**src/rtl/regfile_param.sv**
```systemverilog
// regfile_param: parametrised 2-read/1-write register file with a self-clearing
// initialisation sweep, optional hardwired-zero entry 0 and optional write-to-read bypass.
//
// Parameters:
//   DATA_W   - register / data width
//   ADDR_W   - address width, DEPTH = 2**ADDR_W entries
//   ZERO_REG - 1: entry 0 reads 0 and writes to it are dropped
//   BYPASS   - 1: a same-cycle write to a read address is forwarded to that read port
//
// Ports:
//   CLK        rising-edge clock
//   RST_N      asynchronous active-low reset; restarts the clear sweep
//   CLR        synchronous clear request; restarts the clear sweep
//   WE3        write enable (ignored until INIT_DONE)
//   A1, A2     read addresses
//   A3, WD3    write address / data
//   RD1, RD2   combinational read data (0 while initialising)
//   INIT_DONE  array fully cleared and accepting writes
module regfile_param #(
  parameter int unsigned DATA_W   = 32,
  parameter int unsigned ADDR_W   = 5,
  parameter bit          ZERO_REG = 1'b1,
  parameter bit          BYPASS   = 1'b1
) (
  input  logic              CLK,
  input  logic              RST_N,
  input  logic              CLR,
  input  logic              WE3,
  input  logic [ADDR_W-1:0] A1,
  input  logic [ADDR_W-1:0] A2,
  input  logic [ADDR_W-1:0] A3,
  input  logic [DATA_W-1:0] WD3,
  output logic [DATA_W-1:0] RD1,
  output logic [DATA_W-1:0] RD2,
  output logic              INIT_DONE
);

  localparam int unsigned DEPTH = 2 ** ADDR_W;
  localparam logic [ADDR_W:0] CpLast = {1'b0, {ADDR_W{1'b1}}};

  typedef enum logic {StInit, StReady} state_e;

  state_e            state_q, state_d;
  logic [ADDR_W:0]   cp_q, cp_d;

  logic [DATA_W-1:0] mem_q [DEPTH];
  logic              mem_we;
  logic [ADDR_W-1:0] mem_waddr;
  logic [DATA_W-1:0] mem_wdata;

  // Sequencer: sweep CP over every entry, then sit in ready until CLR or reset.
  always_comb begin
    state_d = state_q;
    cp_d    = cp_q;
    if (CLR) begin
      state_d = StInit;
      cp_d    = '0;
    end else if (state_q == StInit) begin
      if (cp_q == CpLast) begin
        state_d = StReady;
      end
      cp_d = cp_q + 1'b1;
    end
  end

  always_ff @(posedge CLK or negedge RST_N) begin
    if (!RST_N) begin
      state_q <= StInit;
      cp_q    <= '0;
    end else begin
      state_q <= state_d;
      cp_q    <= cp_d;
    end
  end

  assign INIT_DONE = (state_q == StReady);

  // Single array write port shared by the clear sweep and functional writes.
  // A CLR on the same edge as a write wins, so the write is dropped.
  always_comb begin
    mem_we    = 1'b0;
    mem_waddr = A3;
    mem_wdata = WD3;
    if (state_q == StInit) begin
      mem_we    = 1'b1;
      mem_waddr = cp_q[ADDR_W-1:0];
      mem_wdata = '0;
    end else if (WE3 && !CLR && !(ZERO_REG && (A3 == '0))) begin
      mem_we = 1'b1;
    end
  end

  // No reset on the array: the sweep provides the known state.
  always_ff @(posedge CLK) begin
    if (mem_we) begin
      mem_q[mem_waddr] <= mem_wdata;
    end
  end

  // Read ports: later assignments override earlier ones, giving the priority
  // init-forcing > zero register > bypass > array.
  always_comb begin
    RD1 = mem_q[A1];
    if (BYPASS && WE3 && (A3 == A1)) begin
      RD1 = WD3;
    end
    if (ZERO_REG && (A1 == '0)) begin
      RD1 = '0;
    end
    if (state_q != StReady) begin
      RD1 = '0;
    end
  end

  always_comb begin
    RD2 = mem_q[A2];
    if (BYPASS && WE3 && (A3 == A2)) begin
      RD2 = WD3;
    end
    if (ZERO_REG && (A2 == '0)) begin
      RD2 = '0;
    end
    if (state_q != StReady) begin
      RD2 = '0;
    end
  end

endmodule
```
**config.mk**
```make
export PLATFORM = sky130hd
export DESIGN_NAME = regfile_param
export DESIGN_NICKNAME = d
export VERILOG_FILES = /design/src/rtl/regfile_param.sv
export SDC_FILE = /design/constraint.sdc
export NUM_CORES = 1
export LEC_CHECK = 0
export CAP_MARGIN = 0
export CORE_UTILIZATION = 45
export CTS_BUF_LIST = sky130_fd_sc_hd__clkbuf_8
export CTS_CLUSTER_SIZE = 28
export DETAILED_ROUTE_END_ITERATION = 7
export HOLD_SLACK_MARGIN = 0.15
export PLACE_DENSITY = 0.68
export SLEW_MARGIN = 30
export SYNTH_ARGS = -nofsm -noshare
export SYNTH_HDL_FRONTEND = slang
export SYNTH_SLANG_ARGS = --single-unit
```
**constraint.sdc**
```tcl
create_clock -name CLK -period 6.2 [get_ports CLK]
set_input_delay 0.93 -clock CLK [delete_from_list [all_inputs] [get_ports CLK]]
set_output_delay 0.93 -clock CLK [all_outputs]
set_load 0.02 [all_outputs]
```
* Word-level counts from Yosys, hierarchy flattened
Memory sizes are Yosys's and may differ from the RTL's. Cells that the tools add are included.
Cells by class: $add $sub $neg 1, equality and inequality tests 4, muxes and demuxes 17, reduce and logical (&&, ||, !) cells 9
Operators by type and width (count):
- two-way mux 32 bit | 7
- logical NOT 5 bit | 3
- two-way mux 6 bit | 2
- == test 5 bit | 2
- two-way mux 1 bit | 7
- adder 6 x 1 -> 6 bit, second input constant | 1
- == test 6 x 5 -> 1 bit, second input constant | 1
- two-way mux 5 bit | 1
- logical AND 1 bit | 4
- logical NOT 1 bit | 2
- inequality test 2 bit, second input constant | 1
Storage, ports and cells: flip-flop bits (word level) 7, bits in writable memories 1024, input port bits 51, output and inout bits 65, word-level logic and storage cells 34, memories 1
Memory list:
- mem_q | words 32, width 32, rd ports 2, clocked after memory_dff 0, wr ports 1, line 46 | logic [DATA_W-1:0] mem_q [DEPTH];

* Depth between registers and ports, before layout
depth in word-level cells 7, gate-level depth with buffers 10, gate-level depth less buffers 5

* Worst setup path before layout
No wires, ideal clock.
path type input port to flip-flop, start point input CLR, end point memory mem_q[0][0] (enable), setup time 421 ps, data arrival time 3381 ps, data required time 5779 ps, setup slack 2398 ps, cell stages on the path 7, path buffers 2, cell sequence clkbuf_1 > nand2b_1 > o31ai_1 > o21ai_0 > or2_2 > clkbuf_1 > nor2_1
On the way: longest elaborated chain between the ends 7
Ends and longest elaborated chain:
- from (decl) | line 27 | input logic CLR,
- logical NOT 1 bit | line 88 | end else if (WE3 && !CLR && !(ZERO_REG && (A3 == '0))) begin
- logical AND 1 bit (2 in a row) | line 88
- two-way mux 1 bit | line 88
- two-way mux 1 bit | line 84 | if (state_q == StInit) begin
- two-way mux 1 bit | line 95 | if (mem_we) begin
- two-way mux 1 bit (not written as such) | line 96 | mem_q[mem_waddr] <= mem_wdata;
- to (decl) | line 46
Every way passes these cells.

* Final worst setup path
start point input A3[3], end point output RD1[19]
On the way: longest elaborated chain between the ends 5
Ends and longest elaborated chain:
- from (decl) | line 31 | input logic [ADDR_W-1:0] A3,
- == test 5 bit | line 104 | if (BYPASS && WE3 && (A3 == A1)) begin
- logical AND 1 bit | line 104
- two-way mux 32 bit | line 104
- two-way mux 32 bit | line 107 | if (ZERO_REG && (A1 == '0)) begin
- two-way mux 32 bit | line 110 | if (state_q != StReady) begin
- to (decl) | line 33 | output logic [DATA_W-1:0] RD1,
Every way passes these cells.

==> impl_metrics.json <==
{
  "fp.dieH_um": 333.1,
  "wl_per_cell_um": 33.94,
  "slew_viol_final": 0,
  "avgSynthCellArea_um2": 17.29,
  "core_mm2": 0.1087,
  "final_common_cell": "edfxtp_1",
  "crit_type": "in2out",
  "crit_buf_inv": 3,
  "setup_viol": 0,
  "vias": 31319,
  "peakVddDrop_uv": 182.0,
  "max_freq_mhz": 182.1,
  "finalSetupTns_ns": 0,
  "crit_family": "buffers and inverters",
  "fin_total_pwr_uw": 14190,
  "post_cts_buffers": 0,
  "cts_tree": "yes",
  "relSlewSlack_pct": 31.86,
  "netlist.area_leader.share_pct": 62.35,
  "tightest_slew_ns": 1.020,
  "cts.sinks": 1031,
  "critPathRequiredTime_ns": 5.27,
  "ys_seq_elements": 1031,
  "dpl_cell_area_mm2": 0.05247,
  "cts-htree-levels": 4,
  "crit_fanout": 44,
  "synth_area_leader_cell": "edfxtp_1",
  "syn_inst": 2852,
  "final_cell_mix": "edfxtp_1 (1024), mux2i_1 (411), mux4_2 (312)",
  "hold_viol_final": 0,
  "ctsHoldBuffers": 0,
  "fin_cells": 4566,
  "leakage_uw": 0.01802,
  "grt_pass1_vias": 31743,
  "track_usage_pct": 27.76,
  "post-route-drc-count": 0,
  "rsz0062_at_grt": "false",
  "ys.flop_type": "edfxtp_1",
  "ys_warn_count": 0,
  "rows": 121,
  "crit_path_frequent_cell": "clkdlybuf4s50_1",
  "crit_path_start_kind": "primary input",
  "cts_buffer_depth": 3,
  "ant_nets": 0,
  "clk_pin_slew_ns": 0.06,
  "cp.arrival_ns": 4.56,
  "num_io_pins": 116,
  "gp_congestion": 0.8986,
  "place_hpwl_um": 96600,
  "dp_cells": 4271,
  "antenna_found_initial": 6,
  "synthToLayoutAreaGrowth_pct": 12.37,
  "layout.nets": 3075,
  "power.density_mw_per_mm2": 256.0,
  "grt_max_degree": 57,
  "start_util_pct": 45.37,
  "cp_cell_sequence": "clkdlybuf4s50_1 -> xor2_1 -> nor4_1 -> nand3_2 -> buf_4 -> a41oi_1 -> clkdlybuf4s50_1",
  "port_buffers": 115,
  "end_kind": "primary output",
  "drt_pass1_iterations": 6,
  "drive_gt1_share_pct": 25.17,
  "drv_cap": 0,
  "clk_latency_ns": 0.84,
  "synthArstFlopShare_pct": 0.6790,
  "fillers": 8783,
  "wl_um": 155000,
  "finClkSkew_ns": 0.02506,
  "syn_nets": 2904,
  "fp.dieW_um": 333.1,
  "cpPeakStageDelay_ns": 0.73,
  "critPathSlowestCell": "clkdlybuf4s50_1",
  "synth_edf_count": 1024,
  "synthTopCellsByArea": "edfxtp_1 (62%), mux4_2 (14%), mux2i_1 (8.3%)",
  "final_area_mm2": 0.05542,
  "status": "completed",
  "netlist_area_mm2": 0.04932,
  "viasPerCell": 6.859,
  "hold_class": "in2async",
  "numCtsBuffers": 163,
  "clockRootBuffer": "clkbuf_8",
  "final.period_utilization_pct": 88.59,
  "dieArea_mm2": 0.1109,
  "grt_overflow": 0,
  "period_needed_ns": 5.492,
  "ys_seq_area_share_pct": 62.70,
  "synth_cell_types": 56,
  "drtIter0Drc": 4452,
  "grt_pass1_wl_um": 221600,
  "cts_resized": 0
}
==> area by class of cell <==
class / count / area (um2) / area share [%]
antenna: 1 / 2.502 / 0.004515
clock buffer: 169 / 2326 / 4.197
clock inverter: 124 / 571.8 / 1.032
inverter: 4 / 15.01 / 0.02709
multi-input combinational: 1570 / 17300 / 31.22
sequential: 1031 / 30930 / 55.80
tap: 1414 / 1769 / 3.192
timing repair buffer: 253 / 2511 / 4.531
==> layer usage <==
layer	vias to the layer above	GRT usage, %	wire [um]
li1	12387	-	-
met1	16125	37.09	57040
met2	2364	41.92	69790
met3	435	7.902	20540
met4	8	13.24	7551
met5	-	0	46
==> metrics by stage <==
step / setup slack (ns) / hold slack [ns] / utilization (%)
global placement: 0.8877 / 0.5412 / 48.11
global route: 0.6753 / 0.3814 / 50.99
detailed placement: 0.8070 / 0.5558 / 48.27
finish: 0.7076 / 0.3675 / 50.99
floorplan: 2.398 / 0.5234 / -
CTS: 0.8006 / 0.3243 / 50.93
==> final timing paths <==
check,from,end,slack (ns),cells after the start
hold reg to reg,cp_q[5],cp_q[5],0.56,2
setup reg to reg,INIT_DONE,mem_q[2][10],2.21,5
setup / recovery,A3[3],RD1[19],0.71,7
hold / removal,RST_N,cp_q[4],0.37,1
max in group asynchronous,RST_N,INIT_DONE,5.56,1
min in group CLK,cp_q[5],cp_q[5],0.56,2
==> synth_stat cells (32+ instances only) <==
| library cell | n |
|---|---|
| edfxtp_1 | 1024 |
| mux2i_1 | 411 |
| mux4_2 | 312 |
| o21ai_0 | 127 |
| clkbuf_1 | 115 |
| a31oi_1 | 79 |
| o22ai_1 | 79 |
| o221ai_1 | 75 |
| a22oi_1 | 59 |
| nor2b_1 | 57 |
| nand2_1 | 56 |
| nor2_1 | 52 |
| mux2_2 | 45 |
| and2_1 | 41 |
| buf_4 | 41 |
| buf_6 | 39 |
| buf_2 | 35 |
| a41oi_1 | 32 |
==> state kept, by name, summed over array words and instances, names as in the netlist <==
signal     flops
mem_q       1024
INIT_DONE      1
cp_q           6
==> cell families after synthesis <==
| kind of cell | Yosys count | share of synthesized area (%) |
|---|---|---|
| multiplexers | 776 | 24.04 |
| XOR/XNOR | 14 | 0.2486 |
| AO/OA/AOI/OAI | 533 | 7.491 |
| flip-flops | 1031 | 62.70 |
| adder cells (fa/ha/maj) | 1 | 0.02536 |
| AND/OR/NAND/NOR | 246 | 2.529 |
| buffers and inverters | 251 | 2.963 |
==> power by group <==
group	switching, uW	leakage [uW]	internal, uW
Clock	2710	0.00165	2570
Sequential	35.4	0.00917	7640
Combinational	744	0.00720	489
Note: power is estimated with default switching activity, not from simulation.
